File: src/rtl/axis_pkt_fifo.sv
// AXI-Stream packet FIFO: {last,keep,data} entries, per-packet beat limit with
// truncation, and store-and-forward or cut-through egress gated by rd_en.
module axis_pkt_fifo #(
  parameter int unsigned DATA_W    = 16,
  parameter int unsigned KEEP_W    = 8,
  parameter int unsigned DEPTH     = 32,
  parameter int unsigned LEN_W     = 12,
  parameter bit          STORE_FWD = 1'b1
) (
  input  logic                     clk,
  input  logic                     arst,
  input  logic [DATA_W-1:0]        s_data,
  input  logic                     s_valid,
  input  logic                     s_last,
  output logic                     s_ready,
  input  logic [KEEP_W-1:0]        s_keep,
  output logic [DATA_W-1:0]        m_data,
  output logic                     m_valid,
  output logic                     m_last,
  input  logic                     m_ready,
  output logic [KEEP_W-1:0]        m_keep,
  input  logic                     rd_en,
  input  logic [LEN_W-1:0]         max_len,
  output logic                     pkt_done,
  output logic                     trunc_err,
  output logic [$clog2(DEPTH):0]   level,
  output logic [$clog2(DEPTH):0]   pkt_cnt
);

  localparam int unsigned ADDR_W = $clog2(DEPTH);
  localparam int unsigned ENT_W  = DATA_W + KEEP_W + 1;
  localparam logic [ADDR_W:0] LVL_FULL = (ADDR_W + 1)'(DEPTH);

  typedef enum logic [1:0] {S_IDLE, S_ACTIVE, S_DISCARD} state_t;

  logic [ENT_W-1:0]  r_mem [DEPTH];
  logic [ADDR_W-1:0] r_wptr, r_rptr;
  logic [ADDR_W:0]   r_level, r_pkt_cnt;
  state_t            r_state;
  logic [LEN_W-1:0]  r_bc, r_lim;
  logic              r_up, r_pkt_done, r_trunc;

  logic              w_full, w_empty, w_acc, w_wr, w_rd, w_sf_ok;
  logic              w_force, w_wlast;
  logic [LEN_W-1:0]  w_bc_inc;
  logic [ENT_W-1:0]  w_head;

  assign w_full  = (r_level == LVL_FULL);
  assign w_empty = (r_level == '0);

  // r_up holds s_ready low until the first clock edge after reset releases.
  assign s_ready = r_up & ((r_state == S_DISCARD) | ~w_full);
  assign w_acc   = s_valid & s_ready;
  assign w_wr    = w_acc & (r_state != S_DISCARD);

  assign w_head  = r_mem[r_rptr];
  assign m_data  = w_head[DATA_W-1:0];
  assign m_keep  = w_head[DATA_W +: KEEP_W];
  assign m_last  = w_head[ENT_W-1];

  // Full releases a store-and-forward FIFO holding a packet longer than DEPTH.
  assign w_sf_ok = STORE_FWD ? ((r_pkt_cnt != '0) | w_full) : 1'b1;
  assign m_valid = rd_en & ~w_empty & w_sf_ok;
  assign w_rd    = m_valid & m_ready;

  always_comb begin
    w_force  = 1'b0;
    w_bc_inc = (r_bc == '1) ? r_bc : r_bc + LEN_W'(1);
    unique case (r_state)
      S_IDLE:   w_force = ~s_last & (max_len == LEN_W'(1));
      S_ACTIVE: w_force = ~s_last & (r_lim != '0) & ((r_bc + LEN_W'(1)) == r_lim);
      default:  w_force = 1'b0;
    endcase
  end

  assign w_wlast = s_last | w_force;

  always_ff @(posedge clk or posedge arst) begin
    if (arst) begin
      r_state <= S_IDLE;
      r_bc    <= '0;
      r_lim   <= '0;
      r_trunc <= 1'b0;
    end else begin
      r_trunc <= 1'b0;
      if (w_acc) begin
        unique case (r_state)
          S_IDLE: begin
            r_lim <= max_len;
            r_bc  <= LEN_W'(1);
            if (s_last) begin
              r_state <= S_IDLE;
            end else if (w_force) begin
              r_trunc <= 1'b1;
              r_state <= S_DISCARD;
            end else begin
              r_state <= S_ACTIVE;
            end
          end
          S_ACTIVE: begin
            r_bc <= w_bc_inc;
            if (s_last) begin
              r_state <= S_IDLE;
            end else if (w_force) begin
              r_trunc <= 1'b1;
              r_state <= S_DISCARD;
            end
          end
          S_DISCARD: begin
            if (s_last) r_state <= S_IDLE;
          end
          default: r_state <= S_IDLE;
        endcase
      end
    end
  end

  always_ff @(posedge clk or posedge arst) begin
    if (arst) begin
      r_up       <= 1'b0;
      r_wptr     <= '0;
      r_rptr     <= '0;
      r_level    <= '0;
      r_pkt_cnt  <= '0;
      r_pkt_done <= 1'b0;
    end else begin
      r_up       <= 1'b1;
      r_pkt_done <= w_rd & m_last;
      if (w_wr) r_wptr <= r_wptr + ADDR_W'(1);
      if (w_rd) r_rptr <= r_rptr + ADDR_W'(1);
      unique case ({w_wr, w_rd})
        2'b10:   r_level <= r_level + (ADDR_W + 1)'(1);
        2'b01:   r_level <= r_level - (ADDR_W + 1)'(1);
        default: r_level <= r_level;
      endcase
      unique case ({w_wr & w_wlast, w_rd & m_last})
        2'b10:   r_pkt_cnt <= r_pkt_cnt + (ADDR_W + 1)'(1);
        2'b01:   r_pkt_cnt <= r_pkt_cnt - (ADDR_W + 1)'(1);
        default: r_pkt_cnt <= r_pkt_cnt;
      endcase
    end
  end

  always_ff @(posedge clk) begin
    if (w_wr) r_mem[r_wptr] <= {w_wlast, s_keep, s_data};
  end

  assign pkt_done  = r_pkt_done;
  assign trunc_err = r_trunc;
  assign level     = r_level;
  assign pkt_cnt   = r_pkt_cnt;

endmodule

File: config.mk
export PLATFORM = sky130hd
export DESIGN_NAME = axis_pkt_fifo
export DESIGN_NICKNAME = d
export VERILOG_FILES = /design/src/rtl/axis_pkt_fifo.sv
export SDC_FILE = /design/constraint.sdc
export NUM_CORES = 1
export LEC_CHECK = 0
export ABC_CLOCK_PERIOD_IN_PS = 6500
export BUFFER_PORTS_ARGS = -buffer_cell sky130_fd_sc_hd__buf_4
export CORE_ASPECT_RATIO = 0.9
export CORE_MARGIN = 1.5
export CORE_UTILIZATION = 42
export CTS_BUF_LIST = sky130_fd_sc_hd__clkbuf_4 sky130_fd_sc_hd__clkbuf_8
export DETAILED_ROUTE_END_ITERATION = 16
export PLACE_DENSITY_LB_ADDON = 0.15
export SLEW_MARGIN = 30
export SYNTH_ARGS = -nofsm -noshare
export SYNTH_HDL_FRONTEND = slang
export SYNTH_SLANG_ARGS = --single-unit
File: constraint.sdc
create_clock -name clk -period 6.5 [get_ports clk]
set_clock_uncertainty 0.2 [all_clocks]
set_input_delay 0.975 -clock clk [delete_from_list [all_inputs] [get_ports clk]]
set_output_delay 0.975 -clock clk [all_outputs]
set_load 0.005 [all_outputs]
==> results of run 1 <==
[cell type report]
cell class | count | area, um2 | share of cell area, %
antenna | 1 | 2.502 | 0.006476
clock buffer | 181 | 2235 | 5.783
clock inverter | 60 | 410.4 | 1.062
inverter | 17 | 63.81 | 0.1651
multi-input combinational | 544 | 7981 | 20.66
sequential | 851 | 25310 | 65.51
tap | 1039 | 1300 | 3.364
timing repair buffer | 138 | 1334 | 3.452
[report_power, final]
part / leakage (nW) / internal (mW) / switching, mW
Clock: 1.36 / 2.40 / 2.08
Sequential: 7.83 / 6.26 / 0.416
Combinational: 3.15 / 2.25 / 2.00
[tightest hold or removal path, cell delays in order]
cell,delay [ps]
buf_4,110
inv_2,30
buf_4,540
[state kept, by name (all words and copies together) (netlist names)]
register	count
r_mem	800
r_state	2
r_rptr	5
trunc_err	1
r_up	1
r_wptr	5
pkt_cnt	6
r_bc	12
pkt_done	1
level	6
r_lim	12
[worst max-delay path by stage]
stage,start,to,slack [ps],cells past startpoint
4_1_cts,r_rptr[0]$_DFFE_PP0P_,m_data[5],1180,5
5_1_grt,r_rptr[0]$_DFFE_PP0P_,m_data[1],1050,5
6_report,r_rptr[0]$_DFFE_PP0P_,m_data[11],1330,5
3_3_place_gp,s_last,pkt_cnt[5]$_DFFE_PP0P_,1890,14
3_5_place_dp,s_last,pkt_cnt[5]$_DFFE_PP0P_,1950,14
2_1_floorplan,s_last,pkt_cnt[5]$_DFFE_PP0P_,2420,13
[cell usage in the layout (no fill, tap or decap), types with 31 or more instances in the layout]
cell type  instances
clkinv_1          41
nor2_4            32
clkbuf_4          41
nand2_1           31
clkbuf_8         140
edfxtp_1         800
buf_4            122
mux2_2            37
mux4_2           250
dfrtp_1           46
[kinds of logic after synthesis]
kind of cell             Yosys count  share of synthesized area, %
AO/OA/AOI/OAI                     62                         1.302
XOR/XNOR                          34                        0.8905
adder cells (fa/ha/maj)           18                        0.7184
buffers and inverters             91                         1.205
flip-flops                       851                         75.65
multiplexers                     290                         18.17
other                              1                       0.01121
AND/OR/NAND/NOR                  139                         2.047
[routing by layer]
metal | vias to the layer above | GRT usage (%)
li1 | 6707 | -
met2 | 661 | 30.32
met4 | 2 | 5.502
met3 | 94 | 5.332
met5 | - | 0
met1 | 8738 | 31.81
==> flow_metrics.tcl, run 1 <==
set metrics [dict create \
    synth_top_area_share_pct 71.84 \
    worst_pin_slew_ps 1002 \
    synth_area_leaders "edfxtp_1 (72%), mux4_2 (17%), dfrtp_1 (3.8%)" \
    die_x_um 300.4 \
    dpl.hpwl_um 47290 \
    cts_sinks 851 \
    avgSynthCellArea_um2 22.50 \
    rows 97 \
    worstPathArrival_ps 4000 \
    relSlewSlack_pct 33.03 \
    clkTransAtPathRegs_ps 60 \
    fp.dieArea_um2 81320 \
    start_util_pct 42.72 \
    worstSetupEndpointType "output port" \
    finalPower_mw 15.41 \
    syn-num-nets 1546 \
    synth_ff_type "edfxtp_1" \
    required_ps 5320 \
    hold_ws_ps 196.4 \
    r2r-end "pkt_cnt[5]$_DFFE_PP0P_" \
    yosysTopAreaCell "edfxtp_1" \
    irDropWorstVdd_v 0.0003229 \
    async_flop_share_pct 5.993 \
    yosys_warnings 0 \
    drt-wirelength-per-cell_um 29.42 \
    post_cts_buffers 0 \
    ios 83 \
    grt_use_total_pct 21.01 \
    place_ws_ps 1953 \
    worstPathMaxFanout 90 \
    nets 1750 \
    num-fill-cells 6369 \
    path_class "reg -> out" \
    synth_edf_count 800 \
    finalCritPeriodShare_pct 79.61 \
    final-setup-viol-count 0 \
    root_buffer "clkbuf_8" \
    postCtsHoldBufs 0 \
    synth_area_um2 33440 \
    worstSetupStartpointType "flip-flop" \
    design_area_um2 38640 \
    cts_tree "done" \
    wl_met3_um 6877 \
    status "completed" \
    critical_path.max_stage_delay_ps 850 \
    powerDensity_nw_per_um2 398.7 \
    htree_levels 4 \
    p_leak_nw 12.34 \
    timing.setup.tns_ps 0 \
    port_buffers 82 \
    routed.top_layer "met5" \
    clock.fmax_mhz 193.2 \
    finalNonFillerCells 2831 \
    fin_crit_ps 5175 \
    drv_slew 0 \
    grt_pass1_vias 16540 \
    grt-ovfl-total 0 \
    area_growth_pct 15.55 \
    cp_slowest_cell "dfrtp_4" \
    drt_first_iter_violations 1739 \
    cts_resized 0 \
    critical_path.top_delay_family "multiplexers" \
    num_vias 16200 \
    postPlaceCellArea_um2 35960 \
    drive_above_1_share_pct 37.58 \
    drc_errors 0 \
    ff2ff_path_depth 14 \
    synthMostInstantiatedCell "edfxtp_1" \
    numCtsBuffers 138 \
    fp.coreArea_um2 78280 \
    finalHoldViolCount 0 \
    gp_congestion 0.8215 \
    ys_seq_area_share_pct 75.65 \
    worst_slack_ps 1325 \
    rsz0062_at_grt "false" \
    wl_met1_um 37740 \
    synth_common_cells "edfxtp_1 (800), mux4_2 (250), dfrtp_1 (51)" \
    die_h_um 270.7 \
    path_cells "buf_12 -> mux4_2 -> mux4_2 -> mux2_2 -> buf_4" \
    ant_nets 0 \
    grt_max_degree 103 \
    wl_met2_um 37450 \
    ys_ff_latch 851 \
    synthCells 1486 \
    r2r_start "r_state[0]$_DFFE_PP0P_" \
    dp.cells 2588 \
    clockBufferDepth 3 \
    timing.critical_path.buf_inv 2 \
    drtPass1Iterations 5 \
    viasPerCell 5.723 \
    hp-class "in -> async" \
    wirelength_um 83300 \
    final_util_pct 49.36 \
    reg2reg_slack_ps 2090 \
    synth_cell_type_count 54 \
    maxCapViolCount 0 \
    antenna_found_initial 2 \
    grt_pass1_wl_um 119500 \
    cp_common_cell "mux4_2" \
    clkLatencyLatePin_ps 760 \
]
Power figures use the tool's default switching activity.
==> run 2, diff against run 1 <==
--- a/config.mk
+++ b/config.mk
@@ -5,7 +5,7 @@
 export SDC_FILE = /design/constraint.sdc
 export NUM_CORES = 1
 export LEC_CHECK = 0
-export ABC_CLOCK_PERIOD_IN_PS = 6500
+export ABC_CLOCK_PERIOD_IN_PS = 5200
 export BUFFER_PORTS_ARGS = -buffer_cell sky130_fd_sc_hd__buf_4
 export CORE_ASPECT_RATIO = 0.9
 export CORE_MARGIN = 1.5
==> constraint.sdc (replaced) <==
create_clock -name clk -period 5.2 [get_ports clk]
set_clock_uncertainty 0.2 [all_clocks]
set_input_delay 0.78 -clock clk [delete_from_list [all_inputs] [get_ports clk]]
set_output_delay 0.78 -clock clk [all_outputs]
set_load 0.005 [all_outputs]
==> run 2 against run 1 <==
Count of clock-buffer cells in the layout up 9. Final cell count is 0.21% higher. First-iteration DRC count decreased by 8.5%. Combinational power rose by 29%. Sequential share of layout area up 0.064 points. Register-to-register slack worse by 1300 ps. Largest cell class unchanged.
==> flow_metrics.tcl, run 2 (synthesis gave the netlist of run 1 again) <==
set metrics [dict create \
    status "completed" \
    seq_area_um2 25310 \
    maxCapViolCount 0 \
    irDropWorstVdd_v 0.0004384 \
    viasPerCell 5.707 \
    reg2reg_slack_ps 760 \
    r2r-end "pkt_cnt[5]$_DFFE_PP0P_" \
    worstPathArrival_ps 3730 \
    powerDensity_nw_per_um2 498.2 \
    nets 1759 \
    ff2ff_path_depth 14 \
    drv_slew 0 \
    rsz0062_at_grt "false" \
    multiInputGateArea_um2 7981 \
    num_vias 16190 \
    hp-class "in -> reg" \
    fp.dieArea_um2 81320 \
    final-setup-viol-count 0 \
    grt-ovfl-total 0 \
    port_buffers 82 \
    fin_crit_ps 4708 \
    gp_congestion 0.7887 \
    drc_errors 0 \
    cts_sinks 851 \
    worstSetupStartpointType "flip-flop" \
    p_leak_nw 12.33 \
    ios 83 \
    worstSetupEndpointType "output port" \
    layout_common_cells "edfxtp_1 (800), mux4_2 (250), clkbuf_8 (145), buf_4 (118), dfrtp_1 (46)" \
    hp-start "max_len[3]" \
    min_path_cells 2 \
    drive_above_1_share_pct 37.75 \
    wirelength_um 83320 \
    cp_slowest_cell "mux4_2" \
    htree_levels 4 \
    worstPathMaxFanout 93 \
    area_growth_pct 15.43 \
    largest_register "r_mem" \
    relSlewSlack_pct 38.57 \
    path_cells "buf_12 -> mux4_2 -> mux4_2 -> mux2_2 -> buf_4" \
    worst_pin_slew_ps 919.7 \
    layout_commonest_cell "edfxtp_1" \
    rows 97 \
    cts_tree "done" \
    root_buffer "clkbuf_8" \
    clockBufferDepth 3 \
    start_util_pct 42.72 \
    antenna_found_initial 2 \
    fp.coreArea_um2 78280 \
    clkLatencyLatePin_ps 790 \
    numCtsBuffers 139 \
    die_h_um 270.7 \
    die_x_um 300.4 \
    path_class "reg -> out" \
    drt-wirelength-per-cell_um 29.37 \
    required_ps 4220 \
    clkTransAtPathRegs_ps 50 \
    num-fill-cells 6346 \
    r2r_start "r_state[0]$_DFFE_PP0P_" \
    timing.setup.tns_ps 0 \
    finalHoldViolCount 0 \
    largest_reg_flops 800 \
    grt_use_total_pct 21.05 \
    clock.fmax_mhz 212.4 \
    grt_pass1_wl_um 120300 \
    reg.largest.list "r_mem x800, r_bc x12, r_lim x12" \
    finalCritPeriodShare_pct 90.54 \
    cp_common_cell "mux4_2" \
    grt_pass1_vias 16760 \
    ant_nets 0 \
    drt_first_iter_violations 1592 \
    dpl.hpwl_um 45190 \
    finalPower_mw 19.23 \
    critical_path.max_stage_delay_ps 610 \
    drtPass1Iterations 5 \
    whs_endpoint "r_lim[3]$_DFFE_PP0P_" \
    grt_max_degree 94 \
]
==> run 2: changes by cell type in the layout (fill, tap and decap cells not counted), moves of 4 or more <==
cell           delta
clkbuf_4          +4
buf_12           +13
dlygate4sd3_1    +11
clkinv_1         -11
buf_4             -4
clkbuf_8          +5
buf_16           -13
==> run 2: metrics by stage <==
| stage | cell area [um2] | cells | worst slack [ps] | hold slack (ps) | utilization, % |
|---|---|---|---|---|---|
| after floorplan | 33440 | 1486 | 1314 | 289.7 | - |
| after global placement | 35870 | 2586 | 788.1 | 300.0 | 45.82 |
| after detailed placement | 35880 | 2586 | 793.4 | 300.2 | 45.83 |
| after CTS | 38600 | 2835 | 345.4 | 4.025 | 49.31 |
| after global routing | 38600 | 2837 | 282.7 | 35.87 | 49.31 |
| final | 38600 | 2837 | 492.1 | 70.48 | 49.31 |
==> run 2: layout make-up <==
cell class	count	share of cell area, %
inverter	17	0.1653
multi-input combinational	544	20.68
antenna	2	0.01297
clock inverter	48	0.7196
sequential	851	65.57
tap	1039	3.368
clock buffer	190	6.045
timing repair buffer	146	3.439
==> run 2: how the worst max path moves through the flow <==
stage          slack (ps)                    from                     end  depth (start not counted)
2_1_floorplan        1310                  s_last  pkt_cnt[5]$_DFFE_PP0P_                         13
3_3_place_gp          790                  s_last  pkt_cnt[5]$_DFFE_PP0P_                         14
4_1_cts               350   r_rptr[0]$_DFFE_PP0P_               m_data[4]                          5
3_5_place_dp          790  r_state[0]$_DFFE_PP0P_  pkt_cnt[5]$_DFFE_PP0P_                         14
5_1_grt               280   r_rptr[0]$_DFFE_PP0P_               m_data[4]                          5
6_report              490   r_rptr[0]$_DFFE_PP0P_               m_data[2]                          5
==> run 2: layer usage <==
layer | track usage, % | routed length, um | up-vias
li1 | - | - | 6718
met1 | 32.36 | 39350 | 8840
met2 | 30.64 | 37630 | 518
met3 | 3.782 | 4759 | 112
met4 | 6.326 | 1571 | 2
met5 | 0 | 12 | -
==> run 2: timing repair <==
action / CTS / global route
resized for setup: 0 / 0
setup buffers: 0 / 0
hold endpoints to repair: 61 / 0
hold buffers: 11 / 0
==> run 2: report_power, final <==
group	switching [mW]	total, mW	internal (mW)	leakage, nW
Sequential	0.359	8.19	7.83	7.83
Clock	2.62	5.57	2.95	1.37
Combinational	2.66	5.48	2.81	3.14
==> run 2: critical path: cells and delay by family (launching register included) <==
kind / cells / cell delay (ps)
multiplexers: 3 / 1440
flip-flops: 1 / 600
buffers and inverters: 2 / 710
==> run 3, diff against run 2 <==
--- a/config.mk
+++ b/config.mk
@@ -5,6 +5,7 @@
 export SDC_FILE = /design/constraint.sdc
 export NUM_CORES = 1
 export LEC_CHECK = 0
+export ABC_AREA = 1
 export ABC_CLOCK_PERIOD_IN_PS = 5200
 export BUFFER_PORTS_ARGS = -buffer_cell sky130_fd_sc_hd__buf_4
 export CORE_ASPECT_RATIO = 0.9
==> run 3 against run 2 <==
Combinational power is 23% higher. Register-to-register slack improved by 70 ps. Routed wire length rose by 21%. Sequential share of layout area down 0.94 points. Sequential cell count did not move. Synthesized cell count rose by 80%. Count of clock-buffer cells in the layout grew 24. Power grew 7.7%. Final cell count grew 40%. Largest cell class unchanged. Die area grew 2.2%. Non-clock buffer count increased by 7. Highest routed layer unchanged.
==> flow_metrics.tcl, run 3 <==
set metrics [dict create \
    wl_met1_um 43680 \
    largest_register "r_mem" \
    worstSetupStartpointType "flip-flop" \
    largest_reg_flops 800 \
    final-setup-viol-count 0 \
    ff2ff_path_depth 17 \
    grt_pass1_wl_um 147900 \
    rsz0062_at_grt "false" \
    reg2reg_slack_ps 830 \
    numCtsBuffers 144 \
    drt-wirelength-per-cell_um 25.38 \
    worst-path-stages 9 \
    syn-num-nets 2728 \
    powerDensity_nw_per_um2 529.1 \
    clock.fmax_mhz 196.9 \
    htree_levels 4 \
    layout_commonest_cell "edfxtp_1" \
    ant_nets 0 \
    antenna_found_initial 6 \
    yosysTopAreaCell "edfxtp_1" \
    irDropWorstVdd_v 0.0004325 \
    synth_edf_count 800 \
    synthCells 2668 \
    nets 2860 \
    synth_area_leaders "edfxtp_1 (70%), o21ai_0 (6.4%), nor2_1 (5.4%)" \
    fp.coreArea_um2 80760 \
    grt_max_degree 175 \
    worstPathMaxFanout 174 \
    path_class "reg -> out" \
    synth_area_um2 34170 \
    drv_slew 0 \
    finalCritPeriodShare_pct 97.65 \
    dpl.hpwl_um 52090 \
    min_path_cells 3 \
    drtPass1Iterations 6 \
    viasPerCell 5.741 \
    relSlewSlack_pct 32.31 \
    fin_crit_ps 5078 \
    worstSetupEndpointType "output port" \
    required_ps 4220 \
    root_buffer "clkbuf_8" \
    worst_pin_slew_ps 1015 \
    grt_use_total_pct 24.26 \
    die_h_um 273.6 \
    synth_top_area_share_pct 70.30 \
    cts_tree "done" \
    synth_cell_type_count 41 \
    cp_common_cell "a31oi_1" \
    area_growth_pct 14.59 \
    clkLatencyLatePin_ps 810 \
    yosys_warnings 0 \
    post_cts_buffers 0 \
    start_util_pct 42.31 \
    drive_above_1_share_pct 14.74 \
    critical_path.max_stage_delay_ps 730 \
    async_flop_share_pct 5.993 \
    grt-ovfl-total 0 \
    status "completed" \
    ys_ff_latch 851 \
    p_leak_nw 13.08 \
    layout_common_cells "edfxtp_1 (800), nor2_1 (457), o21ai_0 (437), nand2_1 (189), clkbuf_8 (155)" \
    hold_ws_ps 83.77 \
    wl_met3_um 6797 \
    ys_seq_area_share_pct 74.04 \
    num_vias 22820 \
    path_cells "inv_8 -> buf_16 -> o21ai_0 -> o22ai_1 -> nand2_1 -> nand3_1 -> a31oi_1 -> a31oi_1 -> buf_4" \
    num-fill-cells 7111 \
    clockBufferDepth 3 \
    hp-class "in -> reg" \
    grt_pass1_vias 22640 \
    timing.setup.tns_ps 0 \
    routed.top_layer "met5" \
    cp_slowest_cell "dfrtp_4" \
    drc_errors 0 \
    synthMostInstantiatedCell "edfxtp_1" \
    synth_common_cells "edfxtp_1 (800), nor2_1 (489), o21ai_0 (437)" \
    maxCapViolCount 0 \
    reg.largest.list "r_mem x800, r_bc x12, r_lim x12" \
    drt_first_iter_violations 2210 \
    cts_sinks 851 \
    die_x_um 303.7 \
    synth_ff_type "edfxtp_1" \
    timing.critical_path.buf_inv 3 \
    wirelength_um 100900 \
    rows 99 \
    wl_met2_um 47440 \
    avgSynthCellArea_um2 12.81 \
    critical_path.top_delay_family "buffers and inverters" \
    worstPathArrival_ps 4100 \
    gp_congestion 0.8274 \
    port_buffers 82 \
    ios 83 \
    finalHoldViolCount 0 \
    clkTransAtPathRegs_ps 60 \
    fp.dieArea_um2 83080 \
]
## run 3: area by class of cell
cell class | count | area (um2) | area share (%)
antenna | 5 | 12.51 | 0.03195
clock buffer | 214 | 2576 | 6.579
clock inverter | 42 | 185.2 | 0.4729
tap | 1060 | 1326 | 3.387
timing repair buffer | 153 | 1341 | 3.425
inverter | 79 | 310.3 | 0.7924
sequential | 851 | 25310 | 64.63
multi-input combinational | 1571 | 8097 | 20.68
## run 3: timing repair
action / in CTS / in global routing
hold buffers: 13 / 0
gates resized for setup: 0 / 1
hold endpoints to repair: 31 / 0
endpoints found under the setup margin: 0 / 1
## run 3: path summary, 6_finish.rpt
check                                  startpoint                     end
max                         r_rptr[0]$_DFFE_PP0P_               m_keep[6]
max reg2reg                 r_rptr[0]$_DFFE_PP0P_  pkt_cnt[5]$_DFFE_PP0P_
min reg2reg                r_state[0]$_DFFE_PP0P_  r_state[0]$_DFFE_PP0P_
min                                       s_valid     trunc_err$_DFF_PP0_
min in group asynchronous                    arst     r_bc[3]$_DFFE_PP0P_
max in group asynchronous                    arst   r_rptr[0]$_DFFE_PP0P_
## run 3: per-layer routing
metal / track usage [%] / up-vias
met1: 32.52 / 11530
li1: - / 10200
met2: 39.25 / 911
met5: 0 / -
met4: 9.720 / 2
met3: 4.568 / 176
## run 3: logic make-up after synthesis
kind of cell             synth area share, %
AO/OA/AOI/OAI                          12.57
XOR/XNOR                              0.3076
adder cells (fa/ha/maj)               0.7030
buffers and inverters                  2.992
flip-flops                             74.04
other                                0.01097
AND/OR/NAND/NOR                        9.384
## run 3: worst min-delay path, stage by stage
cell and delay (ps):
buf_4 110, nand2_2 100, nor2_1 60
## run 3: stage by stage
stage	power (mW)	std cells	setup slack, ps	cell area [um2]	utilization [%]
3_5_place_dp	14.99	3701	878.9	36250	44.88
4_1_cts	20.82	3970	146.5	39140	48.46
2_1_floorplan	12.33	2668	1608	34170	-
5_1_grt	21.79	3975	20.20	39160	48.48
3_3_place_gp	14.87	3699	987.7	36200	44.83
6_report	20.72	3975	122.2	39160	48.48
## run 3: power breakdown
part / total (mW) / leakage, nW / internal, mW / switching, mW
logic: 6.72 / 3.79 / 2.06 / 4.66
clock network: 5.81 / 1.46 / 3.15 / 2.66
registers: 8.19 / 7.83 / 7.84 / 0.348
total: 20.7 / 13.1 / 13.0 / 7.67
